[config.mk]
export PLATFORM = sky130hd
export DESIGN_NAME = pipeline_trace_unit_flat
export DESIGN_NICKNAME = d
export VERILOG_FILES = /design/src/rtl/pipeline_trace_unit_pkg.sv /design/src/rtl/pipeline_trace_unit_if.sv /design/src/rtl/pipeline_trace_unit_fifo.sv /design/src/rtl/pipeline_trace_unit.sv /design/src/flat_wrapper.sv
export SDC_FILE = /design/constraint.sdc
export NUM_CORES = 1
export LEC_CHECK = 0
export CORE_MARGIN = 1.5
export CORE_UTILIZATION = 55
export DETAILED_ROUTE_END_ITERATION = 8
export PLACE_DENSITY = 0.86
export SYNTH_ARGS = -nofsm -noshare
export SYNTH_HDL_FRONTEND = slang
export SYNTH_HIERARCHICAL = 1
export SYNTH_SLANG_ARGS = --single-unit
[constraint.sdc]
create_clock -name clock -period 5 [get_ports clock]
set_input_delay 0.75 -clock clock [delete_from_list [all_inputs] [get_ports clock]]
set_output_delay 0.75 -clock clock [all_outputs]
set_load 0.01 [all_outputs]
[src/rtl/pipeline_trace_unit_pkg.sv]
// Shared definitions for the pipeline trace unit: FSM encoding, record layout
// and the record-width helper used by the top and the bench.
package trace_pkg;

    typedef enum logic [1:0] {
        ST_IDLE    = 2'd0,
        ST_ARMED   = 2'd1,
        ST_CAPTURE = 2'd2,
        ST_DONE    = 2'd3
    } trace_state_e;

    localparam int DEF_ADDR_W  = 16;
    localparam int DEF_INSTR_W = 16;
    localparam int DEF_DATA_W  = 16;
    localparam int DEF_REG_W   = 4;
    localparam int DEF_TS_W    = 16;

    // Record layout, LSB first: data, reg, instr, pc, ts, wv, fv, ovf.
    localparam int OFF_DATA  = 0;
    localparam int OFF_REG   = OFF_DATA + DEF_DATA_W;
    localparam int OFF_INSTR = OFF_REG + DEF_REG_W;
    localparam int OFF_PC    = OFF_INSTR + DEF_INSTR_W;
    localparam int OFF_TS    = OFF_PC + DEF_ADDR_W;
    localparam int OFF_WV    = OFF_TS + DEF_TS_W;
    localparam int OFF_FV    = OFF_WV + 1;
    localparam int OFF_OVF   = OFF_FV + 1;

    function automatic int rec_width(input int ts_w, input int addr_w, input int instr_w,
                                     input int reg_w, input int data_w);
        return ts_w + addr_w + instr_w + reg_w + data_w + 3;
    endfunction

    localparam int REC_W = rec_width(DEF_TS_W, DEF_ADDR_W, DEF_INSTR_W, DEF_REG_W, DEF_DATA_W);

endpackage

[src/rtl/pipeline_trace_unit_if.sv]
// Trace record stream. A record transfers on any rising edge where
// trace_valid && trace_ready; trace_data is stable while valid is held without ready.
interface pipeline_trace_unit_if #(
    parameter int REC_W = 71
);
    logic             trace_valid;
    logic             trace_ready;
    logic [REC_W-1:0] trace_data;

    modport master (output trace_valid, output trace_data, input trace_ready);
    modport slave  (input trace_valid, input trace_data, output trace_ready);
endinterface

[src/rtl/pipeline_trace_unit_fifo.sv]
// Synchronous show-ahead FIFO; the head entry is presented combinationally and
// reads as zero while empty.
module trace_fifo #(
    parameter int WIDTH = 71,
    parameter int DEPTH = 16
) (
    input  logic             clock,
    input  logic             reset,
    input  logic             push,
    input  logic [WIDTH-1:0] push_data,
    input  logic             pop,
    output logic [WIDTH-1:0] pop_data,
    output logic             full,
    output logic             empty
);
    localparam int IDX_W = $clog2(DEPTH);
    localparam int PTR_W = IDX_W + 1;

    logic [WIDTH-1:0] mem [DEPTH];
    logic [PTR_W-1:0] wr_ptr;
    logic [PTR_W-1:0] rd_ptr;

    // The extra wrap bit distinguishes full from empty when the indices match.
    assign empty = (wr_ptr == rd_ptr);
    assign full  = (wr_ptr[PTR_W-1] != rd_ptr[PTR_W-1]) &&
                   (wr_ptr[IDX_W-1:0] == rd_ptr[IDX_W-1:0]);
    assign pop_data = empty ? '0 : mem[rd_ptr[IDX_W-1:0]];

    always_ff @(posedge clock) begin
        if (push) begin
            mem[wr_ptr[IDX_W-1:0]] <= push_data;
        end
    end

    always_ff @(posedge clock) begin
        if (reset) begin
            wr_ptr <= '0;
            rd_ptr <= '0;
        end else begin
            if (push) wr_ptr <= wr_ptr + 1'b1;
            if (pop)  rd_ptr <= rd_ptr + 1'b1;
        end
    end

endmodule

[src/rtl/pipeline_trace_unit.sv]
// Samples IF fetch and WB writeback each cycle, packs them into timestamped
// records during a PC-triggered capture window and streams them out of a FIFO.
module pipeline_trace_unit
    import trace_pkg::*;
#(
    parameter int ADDR_W      = 16,
    parameter int INSTR_W     = 16,
    parameter int DATA_W      = 16,
    parameter int REG_W       = 4,
    parameter int TS_W        = 16,
    parameter int DEPTH       = 16,
    parameter int CAPTURE_LEN = 64
) (
    input  logic               clock,
    input  logic               reset,
    input  logic               arm,
    input  logic [ADDR_W-1:0]  trigger_pc,
    input  logic               if_valid,
    input  logic [ADDR_W-1:0]  if_pc,
    input  logic [INSTR_W-1:0] if_instruction,
    input  logic               wb_reg_write,
    input  logic [REG_W-1:0]   wb_write_reg,
    input  logic [DATA_W-1:0]  wb_write_data,
    input  logic               cpu_halt,
    pipeline_trace_unit_if.master trace,
    output logic [1:0]         state,
    output logic [7:0]         dropped_count
);
    localparam int RW    = rec_width(TS_W, ADDR_W, INSTR_W, REG_W, DATA_W);
    localparam int CNT_W = 16;

    trace_state_e     state_q;
    trace_state_e     state_d;
    logic [TS_W-1:0]  ts;
    logic [CNT_W-1:0] rec_count;
    logic             rec_clear;
    logic             ovf_pending;

    logic             trig_hit;
    logic             in_window;
    logic             push_req;
    logic             last_push;
    logic             pop;
    logic             push_ok;
    logic             drop;
    logic             fifo_full;
    logic             fifo_empty;
    logic [RW-1:0]    record;
    logic [RW-1:0]    head;

    assign trig_hit  = if_valid && (if_pc == trigger_pc);
    // The trigger cycle itself belongs to the capture window.
    assign in_window = (state_q == ST_CAPTURE) || ((state_q == ST_ARMED) && trig_hit);
    assign push_req  = in_window && (if_valid || wb_reg_write);
    assign last_push = push_req && (CAPTURE_LEN != 0) &&
                       (rec_count == CNT_W'(CAPTURE_LEN - 1));

    assign pop     = trace.trace_valid && trace.trace_ready;
    assign push_ok = push_req && (!fifo_full || pop);
    assign drop    = push_req && fifo_full && !pop;

    assign record = {ovf_pending, if_valid, wb_reg_write, ts,
                     if_valid     ? if_pc          : {ADDR_W{1'b0}},
                     if_valid     ? if_instruction : {INSTR_W{1'b0}},
                     wb_reg_write ? wb_write_reg   : {REG_W{1'b0}},
                     wb_reg_write ? wb_write_data  : {DATA_W{1'b0}}};

    always_comb begin
        state_d   = state_q;
        rec_clear = 1'b0;
        case (state_q)
            ST_IDLE: begin
                if (arm) begin
                    state_d   = ST_ARMED;
                    rec_clear = 1'b1;
                end
            end
            ST_ARMED: begin
                if (trig_hit) begin
                    state_d = (cpu_halt || last_push) ? ST_DONE : ST_CAPTURE;
                end else if (cpu_halt) begin
                    state_d = ST_DONE;
                end
            end
            ST_CAPTURE: begin
                if (last_push || cpu_halt) state_d = ST_DONE;
            end
            ST_DONE: begin
                if (arm) begin
                    state_d   = ST_ARMED;
                    rec_clear = 1'b1;
                end
            end
            default: state_d = ST_IDLE;
        endcase
    end

    always_ff @(posedge clock) begin
        if (reset) begin
            state_q       <= ST_IDLE;
            ts            <= '0;
            rec_count     <= '0;
            ovf_pending   <= 1'b0;
            dropped_count <= '0;
        end else begin
            state_q <= state_d;
            ts      <= ts + 1'b1;
            if (rec_clear)     rec_count <= '0;
            else if (push_req) rec_count <= rec_count + 1'b1;
            if (drop) begin
                ovf_pending <= 1'b1;
                if (dropped_count != 8'hFF) dropped_count <= dropped_count + 1'b1;
            end else if (push_ok) begin
                ovf_pending <= 1'b0;
            end
        end
    end

    trace_fifo #(
        .WIDTH (RW),
        .DEPTH (DEPTH)
    ) u_fifo (
        .clock     (clock),
        .reset     (reset),
        .push      (push_ok),
        .push_data (record),
        .pop       (pop),
        .pop_data  (head),
        .full      (fifo_full),
        .empty     (fifo_empty)
    );

    assign trace.trace_valid = !fifo_empty;
    assign trace.trace_data  = head;
    assign state             = state_q;

endmodule

[src/flat_wrapper.sv]
// flat-port wrapper written by rule: the top's interface ports become plain ports
module pipeline_trace_unit_flat import trace_pkg::*;
#(
    parameter int ADDR_W      = 16,
    parameter int INSTR_W     = 16,
    parameter int DATA_W      = 16,
    parameter int REG_W       = 4,
    parameter int TS_W        = 16,
    parameter int DEPTH       = 16,
    parameter int CAPTURE_LEN = 64
)
  (clock, reset, arm, trigger_pc, if_valid, if_pc, if_instruction, wb_reg_write, wb_write_reg, wb_write_data, cpu_halt, state, dropped_count, trace_trace_valid, trace_trace_data, trace_trace_ready);
  pipeline_trace_unit_if #(.REC_W(71)) trace_i ();
  input  logic clock;
  input  logic reset;
  input  logic arm;
  input  logic [ADDR_W-1:0] trigger_pc;
  input  logic if_valid;
  input  logic [ADDR_W-1:0] if_pc;
  input  logic [INSTR_W-1:0] if_instruction;
  input  logic wb_reg_write;
  input  logic [REG_W-1:0] wb_write_reg;
  input  logic [DATA_W-1:0] wb_write_data;
  input  logic cpu_halt;
  output logic [1:0] state;
  output logic [7:0] dropped_count;
  output wire logic [$bits(trace_i.trace_valid)-1:0] trace_trace_valid;
  output wire logic [$bits(trace_i.trace_data)-1:0] trace_trace_data;
  input wire logic [$bits(trace_i.trace_ready)-1:0] trace_trace_ready;
  assign trace_trace_valid = trace_i.trace_valid;
  assign trace_trace_data = trace_i.trace_data;
  assign trace_i.trace_ready = trace_trace_ready;
  pipeline_trace_unit #(.ADDR_W(ADDR_W), .INSTR_W(INSTR_W), .DATA_W(DATA_W), .REG_W(REG_W), .TS_W(TS_W), .DEPTH(DEPTH), .CAPTURE_LEN(CAPTURE_LEN)) u_core (.clock(clock), .reset(reset), .arm(arm), .trigger_pc(trigger_pc), .if_valid(if_valid), .if_pc(if_pc), .if_instruction(if_instruction), .wb_reg_write(wb_reg_write), .wb_write_reg(wb_write_reg), .wb_write_data(wb_write_data), .cpu_halt(cpu_halt), .trace(trace_i), .state(state), .dropped_count(dropped_count));
endmodule
==> impl_metrics.env, run 1 <==
export IMPL_ctsHtreeMaxLevel=3
export IMPL_cpPeakStageDelay_ns=0.86
export IMPL_first_pass_iters=6
export IMPL_worst_slew_pin_slew_ns=1.04
export IMPL_clockPowerShare=0.367
export IMPL_first_global_vias=25800
export IMPL_fin_crit_sh=0.971
export IMPL_syn_instance_count=2168
export IMPL_routabilityCongestion=0.841
export IMPL_synth_async_reset_ratio=0
export IMPL_drt_iter0_markers=3608
export IMPL_cts_tree="built"
export IMPL_fin_cells=3554
export IMPL_cts_root_buf="clkbuf_16"
export IMPL_dr_wl_met2_um=60800
export IMPL_die_h_um=292
export IMPL_synth_seq_area_share=0.766
export IMPL_core_um2=82500
export IMPL_drt_met1_wl_um=40900
export IMPL_cts_reportedPaths_clkPinSlew_ns=0.06
export IMPL_cts_setup_buffers=0
export IMPL_fillCellCount=4955
export IMPL_finalMaxSlewViolations=0
export IMPL_antenna_found_initial=0
export IMPL_layout_commonest_cell="edfxtp_1"
export IMPL_port_buffers=156
export IMPL_p_sw_uw=5960
export IMPL_overflow=0
export IMPL_start_util=0.558
export IMPL_p_leak_uw=0.0163
export IMPL_synth_top_area_share=0.741
export IMPL_synth_warnings=6
export IMPL_cp_depth=5
export IMPL_fmax_mhz=206
export IMPL_io_pins=157
export IMPL_final_core_util=0.641
export IMPL_hold_viol_final=0
export IMPL_place_hpwl_um=66100
export IMPL_p_per_area_nw_per_um2=442
export IMPL_rsz0062_at_grt="false"
export IMPL_drive_gt1_frac=0.229
export IMPL_period_minus_slack_ns=4.85
export IMPL_finalSetupViolations=0
export IMPL_route_vias_total=24700
export IMPL_wl_per_cell_um=33.9
export IMPL_outcome="finished, final reports clean"
export IMPL_antenna_left=0
export IMPL_cts_buffers=111
export IMPL_cp_required_ns=4.25
export IMPL_grt_pass1_wl_um=176000
export IMPL_netlist_area_um2=46000
export IMPL_clk_latency_ns=0.73
export IMPL_power_frac_seq=0.479
export IMPL_wl_met3_um=13200
export IMPL_die_w_um=292
export IMPL_critPathBufInv=2
export IMPL_grtUsageTotal=0.285
export IMPL_dieArea_um2=85400
export IMPL_synth_avg_cell_area_um2=21.2
export IMPL_route_detailed_drc=0
export IMPL_synth_seq_cells=1193
export IMPL_p_int_uw=17400
export IMPL_r2r_slack_ns=0.52
export IMPL_hold_path_class="input port to register"
export IMPL_rows=105
export IMPL_synth_edf_count=1136
export IMPL_final_nets=2477
export IMPL_worstSetupPathType="register to output pin"
export IMPL_finClkSkew_ns=0.0600
export IMPL_reg2reg_depth=8
export IMPL_ys_types=44
export IMPL_end_kind="output pin"
export IMPL_crit_path_start_kind="register"
export IMPL_cpMaxStageDelayCell="dfxtp_4"
export IMPL_synthFlopType="edfxtp_1"
export IMPL_final_cell_mix="1136 x edfxtp_1, 284 x mux4_2, 153 x clkdlybuf4s50_1"
export IMPL_routed_via_density=6.95
export IMPL_syn_nets=2254
export IMPL_max_clock_path_buffers=3
export IMPL_worstPathCellList="buf_4 -> mux4_2 -> o22ai_1 -> a211oi_1 -> clkdlybuf4s50_1"
export IMPL_combPwrFrac=0.155
export IMPL_cp_top_family="buffers and inverters"
export IMPL_rr_endpoint="u_core/u_fifo/mem[2][36]$_DFFE_PP_"
export IMPL_crit_path_max_fanout=47
export IMPL_place_inst=3348
export IMPL_syn_to_final_growth_pct=15.0
export IMPL_yosys_top_cells_area="edfxtp_1 74%, mux4_2 14%, dfxtp_1 2.5%, o22ai_1 1.9%, a211oi_1 1.2%"
export IMPL_clock_sinks=1193
export IMPL_top_layer="met4"
export IMPL_irDropWorstVdd_uv=347
export IMPL_crit_arrival_ns=4.10
export IMPL_grt_max_degree=89
export IMPL_synth_top_area_cell="edfxtp_1"
export IMPL_r2r_start="u_core/u_fifo/rd_ptr[4]$_SDFFE_PP0P_"
export IMPL_setup_worst_path_end="trace_trace_data[37]"
export IMPL_p_sw_frac=0.255
export IMPL_drt_total_wl_um=121000
export IMPL_final_setup_tns_ns=0
export IMPL_maxSlewHeadroom=0.308
export IMPL_cap_violations=0
-- power groups by stage --
stage	logic (uW)	registers [uW]	clock network, uW
4_1_cts	3620	11200	8640
2_1_floorplan	2110	11300	0
3_3_place_gp	3450	11400	0
3_5_place_dp	3540	11400	0
5_1_grt	3750	11200	8990
6_report	3610	11200	8570
-- metrics by stage --
step / hold slack (ns) / setup slack (ns) / power, uW / cell area, um^2
after floorplan: 0.447 / 0.0633 / 13400 / 46000
after global placement: 0.461 / 0.390 / 14800 / 49200
after detailed placement: 0.485 / 0.248 / 14900 / 49200
after CTS: 0.456 / 0.173 / 23500 / 52900
after global routing: 0.492 / 0.125 / 23900 / 52900
final: 0.483 / 0.147 / 23400 / 52900
-- flip-flops by register name (all words and copies together) (netlist names), named ones only --
register              cells
u_core/dropped_count      8
u_core/ovf_pending        1
u_core/rec_count         16
u_core/state              2
u_core/ts                16
u_core/u_fifo/mem      1136
u_core/u_fifo/rd_ptr      5
u_core/u_fifo/wr_ptr      5
-- final cells by class --
type                       instances  area, um^2  area share
sequential                      1193       35300       0.666
multi-input combinational        833       10000       0.190
clock buffer                     135        2890      0.0546
timing repair buffer             240        2510      0.0475
tap                             1070        1340      0.0253
clock inverter                    70         816      0.0154
inverter                          12        47.5    0.000899
antenna                            1        2.50   0.0000473
-- layer usage --
layer / GRT usage / vias up
li1: - / 9549
met1: 0.370 / 12700
met2: 0.477 / 2092
met3: 0.0489 / 384
met4: 0.132 / 0
met5: 0 / -
-- synthesized netlist by cell type (all sizes together) (8+ instances only) --
library cell,instances
a211oi,72
a21oi,21
and2,71
and3,8
buf,83
clkbuf,47
dfxtp,57
edfxtp,1136
ha,11
inv,12
mux4,284
nand2,25
nand2b,10
nand3,13
nand4,11
nor2,41
o21ai,14
o22ai,142
or3,13
or4,9
xnor2,8
xor2,32
-- worst min-delay path by stage --
stage,from,slack (ns),endpoint,depth (start not counted)
CTS,reset,0.46,u_core/ovf_pending$_SDFFE_PP0P_,2
global placement,u_core/rec_count[4]$_SDFFE_PP0P_,0.46,u_core/rec_count[4]$_SDFFE_PP0P_,2
floorplan,u_core/rec_count[15]$_SDFFE_PP0P_,0.45,u_core/rec_count[15]$_SDFFE_PP0P_,2
finish,reset,0.48,u_core/ovf_pending$_SDFFE_PP0P_,2
detailed placement,u_core/rec_count[15]$_SDFFE_PP0P_,0.49,u_core/rec_count[15]$_SDFFE_PP0P_,2
global route,reset,0.49,u_core/ovf_pending$_SDFFE_PP0P_,2
-- cell families after synthesis --
| family | Yosys count | share of synthesized area |
|---|---|---|
| multiplexers | 294 | 0.141 |
| AND/OR/NAND/NOR | 226 | 0.0276 |
| AO/OA/AOI/OAI | 262 | 0.0374 |
| XOR/XNOR | 40 | 0.00761 |
| adder cells (fa/ha/maj) | 11 | 0.00299 |
| flip-flops | 1193 | 0.766 |
| buffers and inverters | 142 | 0.0171 |
-- what timing repair did --
action | 4_1_cts | 5_1_grt
setup endpoints to repair | 1 | 0
gates resized for setup | 1 | 0
hold buffers | 0 | 0
-- worst reg2reg max path: stages (launching register included) --
cell and delay, ns:
dfxtp_1 0.35, xnor2_2 0.78, buf_4 0.79, nor2b_1 0.12, and2_1 0.27, nor2_1 0.41, nor3b_1 0.59, and2_4 0.60
buf_4 0.29
(Power assumes the default switching activity.)
==> run 2: changes to the inputs <==
--- a/config.mk
+++ b/config.mk
@@ -6,9 +6,10 @@
 export NUM_CORES = 1
 export LEC_CHECK = 0
 export CORE_MARGIN = 1.5
-export CORE_UTILIZATION = 55
+export CORE_UTILIZATION = 50
 export DETAILED_ROUTE_END_ITERATION = 8
-export PLACE_DENSITY = 0.86
+export DONT_BUFFER_PORTS = 1
+export PLACE_DENSITY = 0.78
 export SYNTH_ARGS = -nofsm -noshare
 export SYNTH_HDL_FRONTEND = slang
 export SYNTH_HIERARCHICAL = 1
==> run 2 against run 1 <==
  * Sequential cell count is the same
  * Highest routed layer is now met5
  * Clock skew shrank 0.030 ns
  * Combinational power shrank 17%
  * Critical path type unchanged
  * Largest cell class unchanged
==> impl_metrics.env, run 2 (synthesis gave the netlist of run 1 again) <==
export IMPL_first_global_vias=23500
export IMPL_cts_root_buf="clkbuf_16"
export IMPL_irDropWorstVdd_uv=386
export IMPL_route_vias_total=22800
export IMPL_syn_to_final_growth_pct=11.7
export IMPL_place_hpwl_um=59800
export IMPL_antenna_left=0
export IMPL_cts_reportedPaths_clkPinSlew_ns=0.06
export IMPL_worstPathCellList="buf_12 -> mux4_2 -> o22ai_1 -> a211oi_1"
export IMPL_outcome="finished, final reports clean"
export IMPL_critPathBufInv=1
export IMPL_final_setup_tns_ns=0
export IMPL_ctsResizeCount=0
export IMPL_layout_commonest_cell="edfxtp_1"
export IMPL_p_per_area_nw_per_um2=437
export IMPL_die_w_um=306
export IMPL_routed_via_density=6.48
export IMPL_fmax_mhz=243
export IMPL_cp_required_ns=4.25
export IMPL_antenna_found_initial=7
export IMPL_hold_depth=1
export IMPL_route_detailed_drc=0
export IMPL_port_buffers=0
export IMPL_hold_buffers=0
export IMPL_clk_latency_ns=0.70
export IMPL_p_leak_uw=0.0157
export IMPL_finalMaxSlewViolations=0
export IMPL_worstSetupPathType="register to output pin"
export IMPL_dieArea_um2=93900
export IMPL_cts_setup_buffers=0
export IMPL_finClkSkew_ns=0.0302
export IMPL_start_util=0.504
export IMPL_die_h_um=306
export IMPL_reg2reg_depth=11
export IMPL_fin_crit_sh=0.821
export IMPL_grt_pass1_wl_um=158000
export IMPL_crit_path_start_kind="register"
export IMPL_core_um2=91400
export IMPL_ctsHtreeMaxLevel=3
export IMPL_cp_top_family="compound AO/OA/AOI/OAI gates"
export IMPL_crit_arrival_ns=3.36
export IMPL_final_nets=2318
export IMPL_end_kind="output pin"
export IMPL_clock_sinks=1193
export IMPL_cpPeakStageDelay_ns=0.86
export IMPL_cts_tree="built"
export IMPL_grt_max_degree=113
export IMPL_cap_violations=0
export IMPL_fillCellCount=6349
export IMPL_power_uw=22500
export IMPL_io_pins=157
export IMPL_finalSetupViolations=0
export IMPL_wl_per_cell_um=30.5
export IMPL_drt_iter0_markers=2671
export IMPL_cp_depth=4
export IMPL_period_minus_slack_ns=4.11
export IMPL_largest_register_ffs=1136
export IMPL_hold_path_class="input port to register"
export IMPL_hold_viol_final=0
export IMPL_crit_path_max_fanout=112
export IMPL_rsz0062_at_grt="false"
export IMPL_max_clock_path_buffers=3
export IMPL_maxSlewHeadroom=0.173
export IMPL_drt_total_wl_um=107000
export IMPL_first_pass_iters=6
export IMPL_post_place_ws_ns=0.844
export IMPL_cts_buffers=114
export IMPL_worst_slew_pin_slew_ns=1.24
export IMPL_fin_ws_ns=0.893
export IMPL_cpMaxStageDelayCell="a211oi_1"
export IMPL_rows=111
export IMPL_final_cell_mix="1136 x edfxtp_1, 284 x mux4_2, 142 x o22ai_1"
export IMPL_overflow=0
export IMPL_drive_gt1_frac=0.240
export IMPL_routabilityCongestion=0.794
export IMPL_grtUsageTotal=0.230
==> run 2: worst register-to-register path, delay by kind of cell (launching register included) <==
| kind | cells | cell delay (ns) |
|---|---|---|
| XOR/XNOR | 1 | 0.28 |
| buffers and inverters | 3 | 0.68 |
| AND/OR/NAND/NOR | 7 | 1.80 |
| flip-flops | 1 | 0.47 |
==> run 2: final timing paths <==
path                                              from  slack (ns)                                    to
setup / recovery                              register        0.89                  trace_trace_data[35]
hold / removal                                   reset        0.13  u_core/dropped_count[7]$_SDFFE_PP0P_
setup reg to reg  u_core/u_fifo/wr_ptr[2]$_SDFFE_PP0P_        1.43    u_core/u_fifo/mem[0][63]$_DFFE_PP_
hold reg to reg      u_core/rec_count[15]$_SDFFE_PP0P_        0.50     u_core/rec_count[15]$_SDFFE_PP0P_
==> run 2: routing by layer <==
layer	wire length, um	share of wire	up-vias	global-route usage
met5	13	0.00012	-	0
met4	2540	0.024	2	0.0686
met3	10300	0.096	202	0.0507
met2	54900	0.51	1344	0.388
met1	39700	0.37	12000	0.301
li1	-	-	9274	-
==> run 2: area by class of cell <==
class	count	area (um^2)	area share
antenna	5	12.5	0.000243
clock buffer	153	3100	0.0604
clock inverter	58	478	0.00930
inverter	12	47.5	0.000925
multi-input combinational	833	10000	0.195
sequential	1193	35300	0.686
tap	1186	1480	0.0289
timing repair buffer	78	973	0.0189
==> run 2: metrics by stage <==
step	std cells	cell area (um^2)	utilization	hold slack, ns
global route	3516	51400	0.562	0.0758
finish	3518	51400	0.562	0.129
global placement	3302	47800	0.523	0.461
detailed placement	3302	47800	0.523	0.477
floorplan	2168	46000	-	0.447
CTS	3513	51400	0.562	0.0627
==> run 2: power breakdown <==
group | leakage (uW) | switching [uW] | total, uW | internal (uW)
combinational | 0.00309 | 1840 | 3000 | 1150
clock | 0.00175 | 3660 | 8290 | 4620
sequential | 0.0109 | 100 | 11200 | 11100
